**config.mk**
```make
export PLATFORM = sky130hd
export DESIGN_NAME = systolic_mm_engine
export DESIGN_NICKNAME = d
export VERILOG_FILES = /design/src/rtl/systolic_pkg.sv /design/src/rtl/systolic_pe.sv /design/src/rtl/systolic_mm_engine.sv
export SDC_FILE = /design/constraint.sdc
export NUM_CORES = 2
export LEC_CHECK = 0
export BUFFER_PORTS_ARGS = -buffer_cell sky130_fd_sc_hd__buf_2
export CELL_PAD_IN_SITES_DETAIL_PLACEMENT = 0
export CELL_PAD_IN_SITES_GLOBAL_PLACEMENT = 1
export CORE_AREA = 2 2 706 357
export CTS_CLUSTER_DIAMETER = 40
export DETAILED_ROUTE_END_ITERATION = 7
export DIE_AREA = 0 0 708 359
export PLACE_DENSITY = 0.47
export SYNTH_ARGS = -nofsm -noshare
export SYNTH_HDL_FRONTEND = slang
export SYNTH_SLANG_ARGS = --single-unit
```
**constraint.sdc**
```tcl
create_clock -name clk -period 6.8 [get_ports clk]
set_input_delay 0.68 -clock clk [delete_from_list [all_inputs] [get_ports clk]]
set_output_delay 0.68 -clock clk [all_outputs]
set_load 0.005 [all_outputs]
```
**src/rtl/systolic_pkg.sv**
```systemverilog
// Shared types and elaboration helpers for the systolic matrix-multiply engine.
package systolic_pkg;

  typedef enum logic [1:0] {
    IDLE,
    FEED,
    DRAIN,
    OUT
  } state_t;

  // Width of the single FEED/DRAIN cycle counter: it must reach 3N-3.
  function automatic int cnt_w(input int n);
    return $clog2(3 * n);
  endfunction

  // Accumulator width: full product plus enough guard bits for N terms.
  function automatic int acc_w(input int n, input int dw);
    return 2 * dw + $clog2(n);
  endfunction

endpackage

```
**src/rtl/systolic_pe.sv**
```systemverilog
// Output-stationary processing element: multiply-accumulate with east/south
// forwarding of the operands through one register each.
module systolic_pe #(
  parameter int DW     = 8,
  parameter int AW     = 18,
  parameter int SIGNED = 0
) (
  input  logic          clk,
  input  logic          rst,
  input  logic          clr,
  input  logic [DW-1:0] a_in,
  input  logic [DW-1:0] b_in,
  output logic [DW-1:0] a_out,
  output logic [DW-1:0] b_out,
  output logic [AW-1:0] acc
);

  logic        [DW-1:0]   a_p0;
  logic        [DW-1:0]   b_p0;
  logic signed [2*DW-1:0] a_x;
  logic signed [2*DW-1:0] b_x;
  logic signed [2*DW-1:0] prod;
  logic        [AW-1:0]   prod_ext;

  // Extend operands to product width, multiply, then extend the product to AW
  // (AW is assumed wider than 2*DW, which the default derivation guarantees).
  always_comb begin
    if (SIGNED != 0) begin
      a_x = {{DW{a_in[DW-1]}}, a_in};
      b_x = {{DW{b_in[DW-1]}}, b_in};
    end else begin
      a_x = {{DW{1'b0}}, a_in};
      b_x = {{DW{1'b0}}, b_in};
    end
    prod = a_x * b_x;
    if (SIGNED != 0) prod_ext = {{(AW-2*DW){prod[2*DW-1]}}, prod};
    else             prod_ext = {{(AW-2*DW){1'b0}}, prod};
  end

  // Stage p0: operand pass registers and accumulator; clr starts a new job.
  always_ff @(posedge clk) begin
    if (rst || clr) begin
      a_p0 <= '0;
      b_p0 <= '0;
      acc  <= '0;
    end else begin
      a_p0 <= a_in;
      b_p0 <= b_in;
      acc  <= acc + prod_ext;
    end
  end

  assign a_out = a_p0;
  assign b_out = b_p0;

endmodule

```
**src/rtl/systolic_mm_engine.sv**
```systemverilog
// N x N output-stationary systolic matrix multiplier: captures A and B,
// skews them into the PE grid, then streams C out one row per beat.
module systolic_mm_engine
  import systolic_pkg::*;
#(
  parameter int N      = 4,
  parameter int DW     = 8,
  parameter int AW     = acc_w(N, DW),
  parameter int SIGNED = 0
) (
  input  logic                  clk,
  input  logic                  rst,
  input  logic                  in_valid,
  output logic                  in_ready,
  input  logic [N*N*DW-1:0]     a_in,
  input  logic [N*N*DW-1:0]     b_in,
  output logic                  out_valid,
  input  logic                  out_ready,
  output logic [N*AW-1:0]       c_row,
  output logic [$clog2(N)-1:0]  out_row,
  output logic                  out_last,
  output logic                  busy
);

  localparam int CW = cnt_w(N);
  localparam int RW = $clog2(N);
  localparam logic [CW-1:0] FEED_LAST  = CW'(2*N-2);
  localparam logic [CW-1:0] DRAIN_LAST = CW'(3*N-3);
  localparam logic [RW-1:0] ROW_LAST   = RW'(N-1);
  localparam logic [RW-1:0] ROW_PENULT = RW'(N-2);

  state_t               state;
  logic [CW-1:0]        cnt;
  logic [N*N*DW-1:0]    a_q;
  logic [N*N*DW-1:0]    b_q;
  logic                 accept;
  logic [DW-1:0]        west  [N];
  logic [DW-1:0]        north [N];
  logic [DW-1:0]        a_h   [N][N+1];
  logic [DW-1:0]        b_v   [N+1][N];
  logic [AW-1:0]        acc   [N][N];
  logic                 pass_unused;

  assign accept = in_valid && in_ready;

  // Operand registers hold the accepted job for the whole FEED phase.
  always_ff @(posedge clk) begin
    if (accept) begin
      a_q <= a_in;
      b_q <= b_in;
    end
  end

  // Diagonal skew: slot cnt drives A[i][cnt-i] west and B[cnt-j][j] north.
  always_comb begin
    for (int i = 0; i < N; i++) begin
      west[i]  = '0;
      north[i] = '0;
    end
    if (state == FEED) begin
      for (int i = 0; i < N; i++) begin
        for (int k = 0; k < N; k++) begin
          if (int'(cnt) == i + k) begin
            west[i]  = a_q[(i*N+k)*DW +: DW];
            north[i] = b_q[(k*N+i)*DW +: DW];
          end
        end
      end
    end
  end

  for (genvar gi = 0; gi < N; gi++) begin : g_edge
    assign a_h[gi][0] = west[gi];
    assign b_v[0][gi] = north[gi];
  end

  for (genvar gi = 0; gi < N; gi++) begin : g_row
    for (genvar gj = 0; gj < N; gj++) begin : g_col
      systolic_pe #(
        .DW     (DW),
        .AW     (AW),
        .SIGNED (SIGNED)
      ) u_pe (
        .clk   (clk),
        .rst   (rst),
        .clr   (accept),
        .a_in  (a_h[gi][gj]),
        .b_in  (b_v[gi][gj]),
        .a_out (a_h[gi][gj+1]),
        .b_out (b_v[gi+1][gj]),
        .acc   (acc[gi][gj])
      );
    end
  end

  // Operands leaving the far edge of the grid are intentionally dropped.
  always_comb begin
    pass_unused = 1'b0;
    for (int i = 0; i < N; i++) begin
      pass_unused = pass_unused ^ (^a_h[i][N]) ^ (^b_v[N][i]);
    end
  end

  // Result row mux; accumulators are registers so c_row is glitch-free of inputs.
  always_comb begin
    c_row = '0;
    for (int j = 0; j < N; j++) begin
      c_row[j*AW +: AW] = acc[out_row][j];
    end
  end

  // Control FSM with a single cycle counter spanning FEED and DRAIN.
  always_ff @(posedge clk) begin
    if (rst) begin
      state     <= IDLE;
      cnt       <= '0;
      in_ready  <= 1'b1;
      busy      <= 1'b0;
      out_valid <= 1'b0;
      out_last  <= 1'b0;
      out_row   <= '0;
    end else begin
      case (state)
        IDLE: begin
          if (accept) begin
            state    <= FEED;
            cnt      <= '0;
            in_ready <= 1'b0;
            busy     <= 1'b1;
          end
        end
        FEED: begin
          cnt <= cnt + 1'b1;
          if (cnt == FEED_LAST) state <= DRAIN;
        end
        DRAIN: begin
          cnt <= cnt + 1'b1;
          if (cnt == DRAIN_LAST) begin
            state     <= OUT;
            cnt       <= '0;
            out_valid <= 1'b1;
            out_row   <= '0;
            out_last  <= 1'b0;
          end
        end
        OUT: begin
          if (out_ready) begin
            if (out_row == ROW_LAST) begin
              state     <= IDLE;
              out_valid <= 1'b0;
              out_last  <= 1'b0;
              out_row   <= '0;
              in_ready  <= 1'b1;
              busy      <= 1'b0;
            end else begin
              out_row  <= out_row + 1'b1;
              out_last <= (out_row == ROW_PENULT);
            end
          end
        end
        default: begin
          state    <= IDLE;
          in_ready <= 1'b1;
          busy     <= 1'b0;
        end
      endcase
    end
  end

endmodule

```
== Word level (Yosys, flattened, before mapping) ==
Index checks and enable logic that the tools add are counted.
Widths: inputs -> output; s select.

* Add/subtract/negate cells: 18
* Multiply operators: 16
* Divide/modulo/power cells: 0
* Order comparisons: 1
* Eq/ne operators: 18
* Shift operators: 0
* Muxes and demuxes: 64
* Bitwise gates (word level): 1
* Reduce and logical (&&, ||, !) cells: 12

{| class="wikitable"
|+ Operators by type and width
! kind !! number
|-
| $add 18x16->18 || 16
|-
| $mul 8x8->16 || 16
|-
| $mux 8 || 32
|-
| $bmux 72 s2 || 1
|-
| $mux 72 || 2
|-
| $mux 32 || 2
|-
| $eq 4x4->1 const B || 4
|-
| $mux 2 || 8
|-
| $eq 4x3->1 const B || 3
|-
| $pmux 4 s3 || 1
|-
| $mux 1 || 10
|-
| $eq 2x2->1 const B || 4
|-
| $mux 4 || 2
|-
| $pmux 1 s2 || 4
|-
| $pmux 2 s4 || 1
|-
| $reduce_and 4->1 || 2
|-
| $ne 2x2->1 const B || 3
|-
| $reduce_and 5->1 || 1
|-
| $add 4x1->4 const B || 1
|-
| $eq 4x2->1 const B || 1
|-
| $logic_not 4->1 || 1
|-
| $ne 2x1->1 const B || 2
|-
| $pmux 2 s2 || 1
|-
| $reduce_bool 2->1 || 2
|-
| 10 further kinds || 10
|}

* Bits in registers: 748
* Bits in latches: 0
* Bits in writable memories: 0
* Bits in read-only memories: 0
* Input bits: 260
* Word-level logic and storage cells: 179
* Memories kept: 0

== Logic depth before layout (Yosys ltp) ==
* Depth in word-level cells: 8
* Mapped depth: 26

== Cells and area by module ==
Synthesis repeated with hierarchy kept, for this count alone.

* Cells, all modules: 7299
* Area, all modules: 70149.8 um^2

{| class="wikitable"
|+ By module, submodules not included
! module !! times used !! cells each !! area an instance (um^2)
|-
| systolic_pe (g_row[0].g_col[2].u_pe ...) || 9 || 401 || 3585.9
|-
| systolic_mm_engine || 1 || 872 || 12869.8
|-
| systolic_pe (g_row[3].g_col[0].u_pe ...) || 3 || 400 || 3558.4
|-
| systolic_pe (g_row[0].g_col[0].u_pe ...) || 2 || 406 || 3565.9
|-
| systolic_pe (g_row[3].g_col[3].u_pe) || 1 || 407 || 3608.5
|-
| systolic_pe (g_row[2].g_col[3].u_pe) || 1 || 399 || 3590.9
|}

== Worst setup path before layout ==
No wires, ideal clock.

* Kind: input-to-reg
* Start: input port in_valid
* End: register g_row[3].g_col[2].u_pe.acc[14]
* Arrival: 6783 ps
* Path slack: -103 ps
* Stages on the path: 6
* Path buffers: 0
* Cells stage by stage: nand2_1 inv_1 nor2_1 and4_1 a311o_1 a211o_1

* Longest elaborated chain between the ends: 2

{| class="wikitable"
|+ RTL lines
! what !! RTL line !! source
|-
| start, declared || systolic_mm_engine.sv:13 || <nowiki>input logic in_valid,</nowiki>
|-
| $logic_and 1x1->1 || systolic_mm_engine.sv:44 || <nowiki>assign accept = in_valid && in_ready;</nowiki>
|-
| via accept || systolic_mm_engine.sv:36 || <nowiki>logic accept;</nowiki>
|-
| $logic_or 1x1->1 || systolic_pe.sv:42 || <nowiki>if (rst || clr) begin</nowiki>
|-
| end signal, assigned || systolic_pe.sv:49 || <nowiki>acc <= acc + prod_ext;</nowiki>
|-
| end, declared || systolic_pe.sv:15 || <nowiki>output logic [AW-1:0] acc</nowiki>
|}

The timed path passes the listed nets, and every way through them passes these cells.
A chain may end at the register's enable or synchronous reset.

== Worst setup path in the final report ==
* Start: register cnt[0]
* End: register g_row[0].g_col[2].u_pe.acc[17]

* Longest elaborated chain between the ends: 8
* Elaborated cells on any way between the ends: 11

{| class="wikitable"
|+ RTL lines
! what !! RTL line !! source
|-
| start, declared || systolic_mm_engine.sv:33 || <nowiki>logic [CW-1:0] cnt;</nowiki>
|-
| start signal, assigned || systolic_mm_engine.sv:133 || <nowiki>cnt <= cnt + 1'b1;</nowiki>
|-
| start signal, assigned || systolic_mm_engine.sv:137 || <nowiki>cnt <= cnt + 1'b1;</nowiki>
|-
| $eq 4x3->1 || systolic_mm_engine.sv:63 || <nowiki>if (int'(cnt) == i + k) begin</nowiki>
|-
| $mux 8 (3 in a row) || systolic_mm_engine.sv:63 ||
|-
| $mux 8 * || systolic_mm_engine.sv:63 ||
|-
| $mux 32 * || systolic_mm_engine.sv:60 || <nowiki>if (state == FEED) begin</nowiki>
|-
| $mul 8x8->16 * || systolic_pe.sv:35 || <nowiki>prod = a_x * b_x;</nowiki>
|-
| $add 18x16->18 * || systolic_pe.sv:49 ||
|-
| end signal, assigned || systolic_pe.sv:49 ||
|-
| end, declared || systolic_pe.sv:15 ||
|}

Mark *: on every way between the ends. The rest lies on a longest branch, timed or not.

==> metrics.txt <==
status complete, no violations; relative slew slack 30.45%; Die Width 708 um; Vias 49060; largest net degree at the start of global routing 166; #FFs+latches synth 748; slowest CP cell a21boi_1; Syn Area/Cell 9.583 um2; Slowest Stage Delay on Critical Path 0.66 ns; port buffer count 337; 1st-iter DRT viols 3848; CTS tree yes; Leak 36.89 nW; die area 254200 um2; drt wl/cell 22.97 um; maximum vdd drop 0.2047 mV; vias in the first global route 49360; Layout area overhead 18.20%; CP Data Required Time 7.47 ns; row count 130; register area share after synthesis 26.29%; Post-synth EDFFs 256; clk sinks 748; global-route usage over all layers 19.64%; power per cell area 187.2 nW/um2; fmax 154.5 MHz; HP Class in -> reg; clk_skew 0.08915 ns; YS warnings 0; post-synthesis net count 8671; Pins Over Slew Limit 0; die height 359 um; HPWL after DPL 203700 um; DR pass1 iterations 6; Clock Tree Root clkbuf_16; first-pass GRT wire length 363400 um; Post-synth top flop dfxtp_1; Worst-path clk slew 0.06 ns; RSZ-0062 raised after global routing false; Synth Cell Area 66700 um2; share of layout cells above drive strength 1 10.96%; CP cell instances inv_1, ha_2, nor4b_4, buf_4, buf_4, nand2_1, o21ai_0, o21ai_0, a21boi_1, and2_1, fa_1, fa_1, fa_1, inv_1, fa_1, inv_1, ha_1, a21oi_1, nand2b_1, nand2_1, o21ai_0, o21ai_0, mux2i_1; Clock Path Buffers 4; Period Utilization, post-route 95.18%; actual slew at the worst max-slew pin 1.043 ns; Post-route DRC 0; DP Cell Count 10500; Clock H-tree levels 4; Worst Setup End Kind flop; vias per cell 4.504; I/O pins 338; final instance area 78830 um2; largest fanout on the critical path 6; Routed WL 250200 um; Post-DRT Antenna Nets 0; Yosys cell types 74; FF-to-FF setup slack 0.33 ns; fraction of registers with async set/reset 0%; Placed Area 72670 um2; Setup TNS 0 ns; Starting Density 26.82%; Clk Latency, worst-skew pair 0.83 ns; initial antenna violation count 55; WS Path Type reg -> reg; CP Launch Type flop; final setup vio count 0; Num CTS Buffers 141; Tmin final 6.472 ns; nets 9180; max cap viols 0; GP Congestion 0.8441; Core Area 248700 um2; worst endpoint data arrival time 7.15 ns; Cells after Synth 6960; post-route non-filler standard cell count 10890; Final Hold Viols 0; global route overflow 0
-- kinds of logic after synthesis --
kind of cell | count (synthesis) | synth area share (%)
compound gates | 824 | 8.067
xor+xnor | 130 | 1.707
fa+ha+maj | 1451 | 36.23
buf+inv | 1627 | 9.282
flops | 748 | 26.29
mux | 96 | 2.793
simple gates | 2084 | 15.63
-- timing repair --
item	4_1_cts	5_1_grt
buffers inserted	0	4
endpoints found under the setup margin	0	21
resized for setup	0	19
hold buffers	119	0
hold endpoints to repair	119	0
-- worst max-delay path: cells and delay by family (launching register included) --
family / cells / cell delay, ns
and+or+nand+nor: 5 / 0.86
buffers and inverters: 5 / 0.62
muxes: 1 / 0.16
DFF: 1 / 0.40
adders and majority gates: 6 / 2.50
AOI/OAI and AO/OA: 6 / 1.78
-- layer usage --
metal | up-vias | routed length, um | track usage, % | share of wire [%]
met5 | - | 24 | 0 | 0.0096
met4 | 6 | 2291 | 2.140 | 0.92
met3 | 177 | 25300 | 6.801 | 10
met2 | 1468 | 78740 | 21.42 | 31
met1 | 24380 | 143800 | 34.58 | 57
li1 | 23020 | - | - | -
-- cell type report --
cell class / instances / area [um2]
clock inverters: 75 / 1025
repair buffers: 570 / 3870
fillers: 25950 / 169900
well taps: 3300 / 4129
inverters: 1423 / 5345
diodes: 21 / 52.55
flip-flops and latches: 748 / 17540
clock buffers: 170 / 3781
multi-input cells: 4585 / 43090
-- power breakdown --
part / internal, mW / total (mW) / switching (mW)
Combinational: 0.680 / 1.99 / 1.31
Sequential: 5.02 / 5.31 / 0.287
Clock: 4.70 / 7.46 / 2.77
Total: 10.4 / 14.8 / 4.36
-- placed cells by master (no fill, tap or decap), types with 190 or more instances in the layout --
master,netlist,routed
nor2_1,285,283
a21oi_1,214,212
edfxtp_1,256,256
buf_2,46,337
ha_1,651,646
o21ai_0,197,190
fa_1,800,800
nand2_1,712,712
inv_1,1423,1422
dfxtp_1,492,490
and2_1,764,764
-- final timing paths --
| check | startpoint | end | cells after the start |
|---|---|---|---|
| setup / recovery | cnt[0] | g_row[0].g_col[2].u_pe.acc[17] | 23 |
| hold / removal | a_in[87] | a_q[87] | 1 |
| setup reg to reg | cnt[0] | g_row[0].g_col[2].u_pe.acc[17] | 23 |
| hold reg to reg | busy | busy | 2 |
-- cell usage after synthesis (4+ instances only) --
cell / n / area [um2]
a211o_1: 5 / 43.79
a211oi_1: 51 / 382.9
a21boi_0: 13 / 97.59
a21boi_1: 11 / 82.58
a21boi_2: 35 / 394.1
a21o_1: 64 / 480.5
a21oi_1: 214 / 1071
a221oi_1: 6 / 52.55
a22oi_1: 25 / 187.7
a31oi_1: 19 / 118.9
and2_1: 764 / 4780
and3_1: 14 / 87.58
and4_1: 5 / 43.79
buf_1: 17 / 63.81
buf_2: 46 / 230.2
clkbuf_1: 136 / 510.5
dfxtp_1: 492 / 9849
edfxtp_1: 256 / 7687
fa_1: 800 / 16020
ha_1: 651 / 8145
inv_1: 1423 / 5341
mux2i_1: 23 / 230.2
mux4_2: 72 / 1622
nand2_1: 712 / 2673
nand2b_1: 35 / 219.0
nand3_1: 78 / 390.4
nand3b_1: 17 / 127.6
nand4_1: 9 / 56.30
nor2_1: 285 / 1070
nor2b_1: 39 / 244.0
nor3_1: 78 / 390.4
nor3b_1: 9 / 67.56
o211a_1: 6 / 60.06
o211ai_1: 43 / 322.8
o21a_1: 53 / 397.9
o21ai_0: 197 / 986.0
o21bai_1: 22 / 165.2
o22ai_1: 4 / 25.02
o31a_1: 9 / 78.83
o31ai_1: 15 / 112.6
or2_2: 21 / 131.4
or3_1: 7 / 43.79
xnor2_1: 71 / 621.9
xor2_1: 59 / 516.8
-- state kept, by name, summed over array words and instances, names as in the netlist --
| register | cells |
|---|---|
| g_row.g_col.u_pe.b_out | 96 |
| state | 2 |
| cnt | 4 |
| out_valid | 1 |
| g_row.g_col.u_pe.acc | 288 |
| out_row | 2 |
| busy | 1 |
| out_last | 1 |
| g_row.g_col.u_pe.a_out | 96 |
| in_ready | 1 |
| b_q | 128 |
| a_q | 128 |
-- per-stage QoR --
step	setup WS (ns)	util, %	power, mW	hold WS, ns
2_1_floorplan	1.291	-	6.384	0.4517
3_3_place_gp	0.2014	29.22	7.345	0.4551
3_5_place_dp	0.1598	29.22	7.311	0.4677
4_1_cts	0.08927	31.63	14.96	0.0001283
5_1_grt	0.01385	31.68	15.37	0.006384
6_report	0.3277	31.70	14.76	0.04411
Power figures use the tool's default switching activity.
